==> config.mk <==
export PLATFORM = sky130hd
export DESIGN_NAME = uart_tx_arbiter
export DESIGN_NICKNAME = d
export VERILOG_FILES = /design/src/rtl/uart_tx_arbiter.sv
export SDC_FILE = /design/constraint.sdc
export NUM_CORES = 1
export LEC_CHECK = 0
export BUFFER_PORTS_ARGS = -buffer_cell sky130_fd_sc_hd__buf_2
export CAP_MARGIN = 25
export CORE_MARGIN = 4
export CORE_UTILIZATION = 51
export DETAILED_ROUTE_END_ITERATION = 10
export PLACE_DENSITY = 0.79
export RECOVER_POWER = 50
export SETUP_SLACK_MARGIN = 0.3
export SYNTH_ARGS = -nofsm -noshare
export SYNTH_HDL_FRONTEND = slang
export SYNTH_SLANG_ARGS = --single-unit
==> constraint.sdc <==
create_clock -name CLK -period 2.5 [get_ports CLK]
set_clock_uncertainty 0.2 [all_clocks]
set_input_delay 0.375 -clock CLK [delete_from_list [all_inputs] [get_ports CLK]]
set_output_delay 0.375 -clock CLK [all_outputs]
set_load 0.02 [all_outputs]
==> src/rtl/uart_tx_arbiter.sv <==
// Round-robin, packet-granular arbiter that shares one UART TX core among
// several byte-stream responders, with a per-grant stall watchdog.
//
// state     | meaning
// ----------+-----------------------------------------------------------
// IDLE      | no owner; pick the next requester from the rotating pointer
// ARMED     | owner granted; launch its byte once the UART is free
// WAIT_ACK  | start issued; waiting for the UART to raise busy
// WAIT_DONE | UART shifting; on completion end the packet or re-arm
module uart_tx_arbiter #(
  parameter int NUM_REQ = 4,
  parameter int DATA_W  = 8,
  parameter int TIMEOUT = 1024,
  localparam int ID_W   = $clog2(NUM_REQ)
) (
  input  logic                      CLK,
  input  logic                      rst,
  input  logic [NUM_REQ-1:0]        req_valid,
  input  logic [NUM_REQ*DATA_W-1:0] req_data,
  input  logic [NUM_REQ-1:0]        req_last,
  output logic [NUM_REQ-1:0]        req_ready,
  input  logic                      uart_busy,
  output logic [DATA_W-1:0]         uart_data,
  output logic                      uart_start,
  output logic [ID_W-1:0]           grant_id,
  output logic                      grant_active,
  output logic                      timeout_err
);

  localparam int CNT_W = (TIMEOUT > 1) ? $clog2(TIMEOUT) : 1;
  localparam logic [CNT_W-1:0] WD_LOAD   = CNT_W'(TIMEOUT - 1);
  localparam logic [ID_W:0]    NUM_REQ_W = (ID_W + 1)'(NUM_REQ);
  localparam logic [ID_W-1:0]  LAST_ID   = ID_W'(NUM_REQ - 1);

  typedef enum logic [1:0] {
    IDLE      = 2'd0,
    ARMED     = 2'd1,
    WAIT_ACK  = 2'd2,
    WAIT_DONE = 2'd3
  } state_t;

  state_t            state;
  logic [ID_W-1:0]   ptr;
  logic [CNT_W-1:0]  wd_cnt;
  logic              last_f;

  logic [DATA_W-1:0] data_arr [NUM_REQ];

  for (genvar g = 0; g < NUM_REQ; g++) begin : g_unpack
    assign data_arr[g] = req_data[g*DATA_W +: DATA_W];
  end

  // Rotate requests so bit 0 is the pointer's position; the lowest set bit wins.
  logic [2*NUM_REQ-1:0] rot;
  logic [ID_W-1:0]      off;
  logic [ID_W:0]        sum;
  logic [ID_W-1:0]      pick_id;

  always_comb begin
    rot = {req_valid, req_valid} >> ptr;
    off = '0;
    for (int k = NUM_REQ - 1; k >= 0; k--) begin
      if (rot[k]) off = ID_W'(k);
    end
    sum = {1'b0, ptr} + {1'b0, off};
    if (sum >= NUM_REQ_W) begin
      pick_id = sum[ID_W-1:0] - NUM_REQ_W[ID_W-1:0];
    end else begin
      pick_id = sum[ID_W-1:0];
    end
  end

  logic [ID_W-1:0] nxt_id;

  always_comb begin
    nxt_id = (grant_id == LAST_ID) ? '0 : grant_id + 1'b1;
  end

  always_ff @(posedge CLK) begin
    if (rst) begin
      state        <= IDLE;
      ptr          <= '0;
      wd_cnt       <= '0;
      last_f       <= 1'b0;
      req_ready    <= '0;
      uart_data    <= '0;
      uart_start   <= 1'b0;
      grant_id     <= '0;
      grant_active <= 1'b0;
      timeout_err  <= 1'b0;
    end else begin
      req_ready   <= '0;
      uart_start  <= 1'b0;
      timeout_err <= 1'b0;
      case (state)
        IDLE: begin
          if (|req_valid) begin
            grant_id     <= pick_id;
            grant_active <= 1'b1;
            wd_cnt       <= WD_LOAD;
            state        <= ARMED;
          end
        end
        ARMED: begin
          if (!uart_busy && req_valid[grant_id]) begin
            uart_data           <= data_arr[grant_id];
            uart_start          <= 1'b1;
            req_ready[grant_id] <= 1'b1;
            last_f              <= req_last[grant_id];
            wd_cnt              <= WD_LOAD;
            state               <= WAIT_ACK;
          end else if (wd_cnt == '0) begin
            timeout_err  <= 1'b1;
            grant_active <= 1'b0;
            ptr          <= nxt_id;
            state        <= IDLE;
          end else begin
            wd_cnt <= wd_cnt - 1'b1;
          end
        end
        WAIT_ACK: begin
          if (uart_busy) state <= WAIT_DONE;
        end
        WAIT_DONE: begin
          if (!uart_busy) begin
            if (last_f) begin
              grant_active <= 1'b0;
              ptr          <= nxt_id;
              state        <= IDLE;
            end else begin
              wd_cnt <= WD_LOAD;
              state  <= ARMED;
            end
          end
        end
        default: state <= IDLE;
      endcase
    end
  end

endmodule

==> results.sh, run 1 <==
export IMPL_rr_startpoint="grant_id[1]$_SDFFE_PP0P_"
export IMPL_rr_endpoint="uart_data[3]$_SDFFE_PP0P_"
export IMPL_syn_inst=210
export IMPL_min_period_over_period=0.874
export IMPL_hp_start="uart_data[1]$_SDFFE_PP0P_"
export IMPL_async_flop_share=0
export IMPL_cts_tree="built"
export IMPL_core_area_um2=3720
export IMPL_ctsRootBufferMaster="clkbuf_8"
export IMPL_yosysUniqueCellTypes=50
export IMPL_grt_max_degree=32
export IMPL_antenna_cells=0
export IMPL_relSlewSlack=0.605
export IMPL_holdWs_ps=292
export IMPL_cts_made_buffers=5
export IMPL_hold_viol_final=0
export IMPL_route_detailed_drc=0
export IMPL_antenna_found_initial=0
export IMPL_power_leakage_nw=1.04
export IMPL_fin_area_um2=2450
export IMPL_crit_required_ps=2460
export IMPL_syn2layout_area_growth_pct=23.1
export IMPL_synthesis_area_um2=1990
export IMPL_clock_latency_ps=290
export IMPL_status="finished clean"
export IMPL_rr_worst_depth=6
export IMPL_nNetsFinal=325
export IMPL_irDropWorstVdd_uv=309
export IMPL_drt_iter0_drc=82
export IMPL_cp_end_kind="flop"
export IMPL_start_util=0.535
export IMPL_io_buffers=59
export IMPL_ant_nets=0
export IMPL_timing_fmax_mhz=458
export IMPL_wire_per_inst_um=14.8
export IMPL_placed_cell_area_um2=2370
export IMPL_clkTransAtPathRegs_ps=70
export IMPL_dieArea_um2=4960
export IMPL_cts_max_path_buffers=2
export IMPL_io_pins=60
export IMPL_ys_seq_area_frac=0.322
export IMPL_maxCapViolations=0
export IMPL_hold_depth=2
export IMPL_cp_arrival_ps=2140
export IMPL_period_needed_ps=2180
export IMPL_dp_hpwl_um=3560
export IMPL_placedCellCount=312
export IMPL_detail_route_wirelength_um=4750
export IMPL_tns_ps=0
export IMPL_fillers=335
export IMPL_reg2reg_slack_ps=320
export IMPL_die_w_um=70.5
export IMPL_critical_path_class="reg -> reg"
export IMPL_worst_path_max_fanout=8
export IMPL_avgSynthCellArea_um2=9.47
export IMPL_synth_seq_cells=32
export IMPL_viasPerCell=5.85
export IMPL_synth_edff_count=0
export IMPL_yosysWarnings=0
export IMPL_grt_setup_unrepaired="yes"
export IMPL_rows=22
export IMPL_place_congestion=0.813
export IMPL_hold_path_class="reg -> reg"
export IMPL_instances_no_fill=320
export IMPL_worst_slew_pin_slew_ps=584
export IMPL_startpoint_type="flop"
export IMPL_synthFlopType="dfxtp_1"
export IMPL_grt_pass1_wl_um=7970
export IMPL_syn_nets=264
export IMPL_grt_ovfl_total=0
export IMPL_total_power_mw=1.81
export IMPL_clock_sinks=32
export IMPL_drt_pass1_iterations=4
export IMPL_globalRouteTotalUtil=0.198
export IMPL_finalMaxSlewViolations=0
export IMPL_grt_pass1_vias=1814
export IMPL_drive_gt1_frac=0.301
export IMPL_power_density_nw_per_um2=740
export IMPL_fp_dieH_um=70.5
export IMPL_hold_buffers=0
export IMPL_hold_end="uart_data[1]$_SDFFE_PP0P_"
export IMPL_setup_violations=0
export IMPL_h_tree_depth=2
export IMPL_route_vias_total=1873
## layer usage
layer	routed length, µm	track usage	share of wire
met1	2160	0.245	0.46
met2	2300	0.332	0.48
met3	181	0.0331	0.038
met4	111	0.0957	0.023
met5	0	0	0
## cell usage in the layout (no fill, tap or decap), types with 2 or more instances in the layout
cell type	instances
nor2b_1	3
o21ai_0	8
o221ai_1	2
a21oi_1	12
nand3_1	2
buf_4	6
nor3_1	5
o2111ai_1	3
o31ai_1	4
o211ai_1	2
nand2b_1	5
inv_1	7
a311oi_1	8
nor4_1	2
mux4_2	9
clkbuf_1	18
and2_0	3
inv_2	3
buf_2	43
nor4b_1	2
ha_1	10
dfxtp_2	2
mux2i_1	13
nand2_1	5
dfxtp_1	30
nor2_1	29
clkbuf_8	6
## layout make-up
type / instances / area [µm²] / area share
Timing Repair Buffer: 66 / 325 / 0.133
Multi-Input combinational cell: 156 / 1290 / 0.528
Clock buffer: 8 / 90.1 / 0.0368
Sequential cell: 32 / 643 / 0.263
Inverter: 10 / 37.5 / 0.0153
Tap cell: 48 / 60.1 / 0.0245
## Yosys cell counts, drive strengths merged (2+ instances only)
| master | instances | area [µm²] |
|---|---|---|
| o31ai | 4 | 30.0 |
| o21ai | 9 | 45.0 |
| nor3 | 6 | 41.3 |
| and2 | 4 | 25.0 |
| mux2 | 2 | 26.3 |
| mux2i | 13 | 130 |
| a211oi | 2 | 20.0 |
| nand2b | 5 | 31.3 |
| ha | 11 | 138 |
| nor4 | 2 | 12.5 |
| nand2 | 5 | 18.8 |
| a21oi | 12 | 60.1 |
| clkbuf | 10 | 38.8 |
| a221oi | 2 | 17.5 |
| o211ai | 2 | 15.0 |
| nor2 | 29 | 109 |
| o221ai | 2 | 17.5 |
| nor2b | 3 | 18.8 |
| dfxtp | 32 | 641 |
| o2111ai | 3 | 26.3 |
| mux4 | 9 | 203 |
| or4 | 2 | 18.8 |
| buf | 2 | 8.75 |
| nand3 | 2 | 10.0 |
| nor4b | 2 | 17.5 |
| a311oi | 8 | 70.1 |
| inv | 10 | 37.5 |
## flip-flops by register name (all words and copies together), names as in the netlist, named ones only
signal and flops:
uart_start 1, uart_data 8, grant_active 1, ptr 2, grant_id 2, req_ready 4, wd_cnt 10, state 1
last_f 1, timeout_err 1
## per-stage QoR
step	setup WS [ps]	utilization
floorplan	305	-
global route	158	0.659
CTS	325	0.661
finish	316	0.659
detailed placement	252	0.637
global placement	322	0.637
## kinds of logic after synthesis
logic type,Yosys count,share of synthesized area
AO/OA/AOI/OAI,54,0.205
XOR/XNOR,1,0.00440
adder cells (fa/ha/maj),11,0.0692
buffers and inverters,22,0.0428
flip-flops,32,0.322
multiplexers,24,0.180
AND/OR/NAND/NOR,66,0.176
## worst max path at each step
| stage | endpoint | depth (start not counted) | slack (ps) | startpoint |
|---|---|---|---|---|
| final | uart_data[3]$_SDFFE_PP0P_ | 6 | 320 | grant_id[1]$_SDFFE_PP0P_ |
| after global routing | last_f$_SDFFE_PP0P_ | 6 | 160 | grant_id[1]$_SDFFE_PP0P_ |
| after global placement | grant_id[1]$_SDFFE_PP0P_ | 7 | 320 | req_valid[0] |
| after CTS | grant_id[1]$_SDFFE_PP0P_ | 8 | 320 | ptr[0]$_SDFFE_PP0P_ |
| after floorplan | ptr[0]$_SDFFE_PP0P_ | 7 | 300 | wd_cnt[1]$_SDFFE_PP0P_ |
| after detailed placement | grant_id[1]$_SDFFE_PP0P_ | 7 | 250 | req_valid[0] |
## power by group
group | internal, mW | switching [mW] | total [mW]
clock network | 0.224 | 0.182 | 0.406
registers | 0.588 | 0.0893 | 0.677
logic | 0.331 | 0.398 | 0.730
total | 1.14 | 0.670 | 1.81
## repair_timing
action / 4_1_cts / 5_1_grt
resized for setup: 0 / 5
buffers inserted: 0 / 0
setup endpoints to repair: 1 / 7
pin swaps: 1 / 1
## worst max-delay path, cell delays in order, from the launching register on
cell     delay [ps]
dfxtp_1         430
mux2i_1         320
nor2_1          130
o21ai_0         420
buf_4           290
mux2i_1         210
nor2_1           50
Power figures use the tool's default switching activity.
==> run 2, diff against run 1 <==
Settings changed: CTS_BUF_LIST set to sky130_fd_sc_hd__clkbuf_16.
==> results.sh, run 2 (synthesis gave the netlist of run 1 again) <==
export IMPL_io_buffers=59
export IMPL_clock_latency_ps=280
export IMPL_hold_viol_final=0
export IMPL_place_congestion=0.813
export IMPL_p_sw_mw=0.694
export IMPL_setup_violations=0
export IMPL_drive_gt1_frac=0.298
export IMPL_ant_nets=0
export IMPL_antenna_found_initial=0
export IMPL_cts_made_buffers=5
export IMPL_worst_path_max_fanout=5
export IMPL_detail_route_wirelength_um=4780
export IMPL_pwr_share_comb=0.371
export IMPL_cts_setup_buffers=0
export IMPL_crit_required_ps=2460
export IMPL_route_detailed_drc=0
export IMPL_relSlewSlack=0.569
export IMPL_period_needed_ps=2170
export IMPL_grt_pass1_wl_um=8040
export IMPL_largest_register="wd_cnt"
export IMPL_grt_ovfl_total=0
export IMPL_switching_share=0.352
export IMPL_h_tree_depth=2
export IMPL_clock_sinks=32
export IMPL_internal_power_mw=1.28
export IMPL_viasPerCell=5.91
export IMPL_layout_commonest_cell="buf_2"
export IMPL_largest_reg_flops=10
export IMPL_min_period_over_period=0.869
export IMPL_antenna_cells=0
export IMPL_cts_max_path_buffers=2
export IMPL_maxCapViolations=0
export IMPL_dp_hpwl_um=3560
export IMPL_placed_cell_area_um2=2370
export IMPL_clockPowerShare=0.284
export IMPL_power_density_nw_per_um2=790
export IMPL_wire_per_inst_um=14.9
export IMPL_dieArea_um2=4960
export IMPL_finalMaxSlewViolations=0
export IMPL_nNetsFinal=325
export IMPL_tns_ps=0
export IMPL_core_area_um2=3720
export IMPL_final_cell_mix="43 x buf_2, 30 x dfxtp_1, 29 x nor2_1"
export IMPL_reg_top3="wd_cnt x10, uart_data x8, req_ready x4"
export IMPL_drt_pass1_iterations=4
export IMPL_rows=22
export IMPL_grt_setup_unrepaired="yes"
export IMPL_io_pins=60
export IMPL_fp_dieH_um=70.5
export IMPL_globalRouteTotalUtil=0.200
export IMPL_grt_max_degree=32
export IMPL_route_vias_total=1892
export IMPL_worst_slew_pin_slew_ps=638
export IMPL_cp_arrival_ps=2130
export IMPL_critical_path_class="reg -> reg"
export IMPL_seqPwrFrac=0.344
export IMPL_startpoint_type="flop"
export IMPL_holdWs_ps=288
export IMPL_fin_area_um2=2490
export IMPL_clkTransAtPathRegs_ps=50
export IMPL_timing_fmax_mhz=460
export IMPL_grt_pass1_vias=1840
export IMPL_status="finished clean"
export IMPL_syn2layout_area_growth_pct=25.4
export IMPL_cts_tree="built"
export IMPL_drt_iter0_drc=81
export IMPL_start_util=0.535
export IMPL_hold_buffers=0
export IMPL_irDropWorstVdd_uv=319
export IMPL_cp_end_kind="flop"
export IMPL_ctsRootBufferMaster="clkbuf_16"
export IMPL_power_leakage_nw=1.07
export IMPL_die_w_um=70.5
export IMPL_hold_path_class="reg -> reg"
[run 2: cell count changes in the layout (fill, tap and decap cells not counted)]
cell | before | now
clkbuf_1 | 18 | 16
clkinv_1 | 0 | 1
and2_0 | 3 | 2
inv_1 | 7 | 9
clkbuf_16 | 0 | 5
clkbuf_8 | 6 | 0
and2_1 | 1 | 2
[run 2: per-layer routing]
metal / GRT usage / vias to the layer above / part of all wire
li1: - / 912 / -
met1: 0.244 / 910 / 0.44
met2: 0.341 / 62 / 0.49
met3: 0.0331 / 8 / 0.058
met4: 0.0894 / 0 / 0.013
met5: 0 / - / 0
[run 2: power by group through the flow]
stage	clock [mW]	combinational, mW	sequential (mW)
after global routing	0.595	0.810	0.690
after detailed placement	0	0.726	0.684
after floorplan	0	0.505	0.705
final	0.560	0.732	0.679
after global placement	0	0.713	0.679
after CTS	0.569	0.731	0.673
[run 2: area by class of cell]
type	count	area, µm²
clock buffer	5	125
clock inverter	3	11.3
fill	323	1220
inverter	10	37.5
multi-input combinational	156	1290
sequential	32	643
tap	48	60.1
timing repair buffer	66	325
[run 2: repair_timing]
| item | 4_1_cts | 5_1_grt |
|---|---|---|
| pin swaps | 1 | 1 |
| endpoints found under the setup margin | 1 | 7 |
| resized for setup | 0 | 5 |
[run 2: path summary, 6_finish.rpt]
path / startpoint / end / slack, ps / depth (start not counted)
min reg2reg: uart_data[1]$_SDFFE_PP0P_ / uart_data[1]$_SDFFE_PP0P_ / 290 / 2
min: uart_data[1]$_SDFFE_PP0P_ / uart_data[1]$_SDFFE_PP0P_ / 290 / 2
max: wd_cnt[1]$_SDFFE_PP0P_ / ptr[0]$_SDFFE_PP0P_ / 330 / 7
max reg2reg: wd_cnt[1]$_SDFFE_PP0P_ / ptr[0]$_SDFFE_PP0P_ / 330 / 7
[run 2: through the flow]
stage / std cells / util / power, mW / worst slack (ps)
4_1_cts: 320 / 0.673 / 1.97 / 328
6_report: 320 / 0.671 / 1.97 / 328
5_1_grt: 320 / 0.671 / 2.09 / 160
3_3_place_gp: 312 / 0.637 / 1.39 / 322
2_1_floorplan: 210 / - / 1.21 / 305
3_5_place_dp: 312 / 0.637 / 1.41 / 252
[run 2: worst max-delay path: stages, from the launching register on]
cell      delay (ps)
dfxtp_2          340
inv_2             70
ha_4             140
or4b_4           500
nor3_4           190
nand2_1          100
a21boi_2         180
mux2_1           340
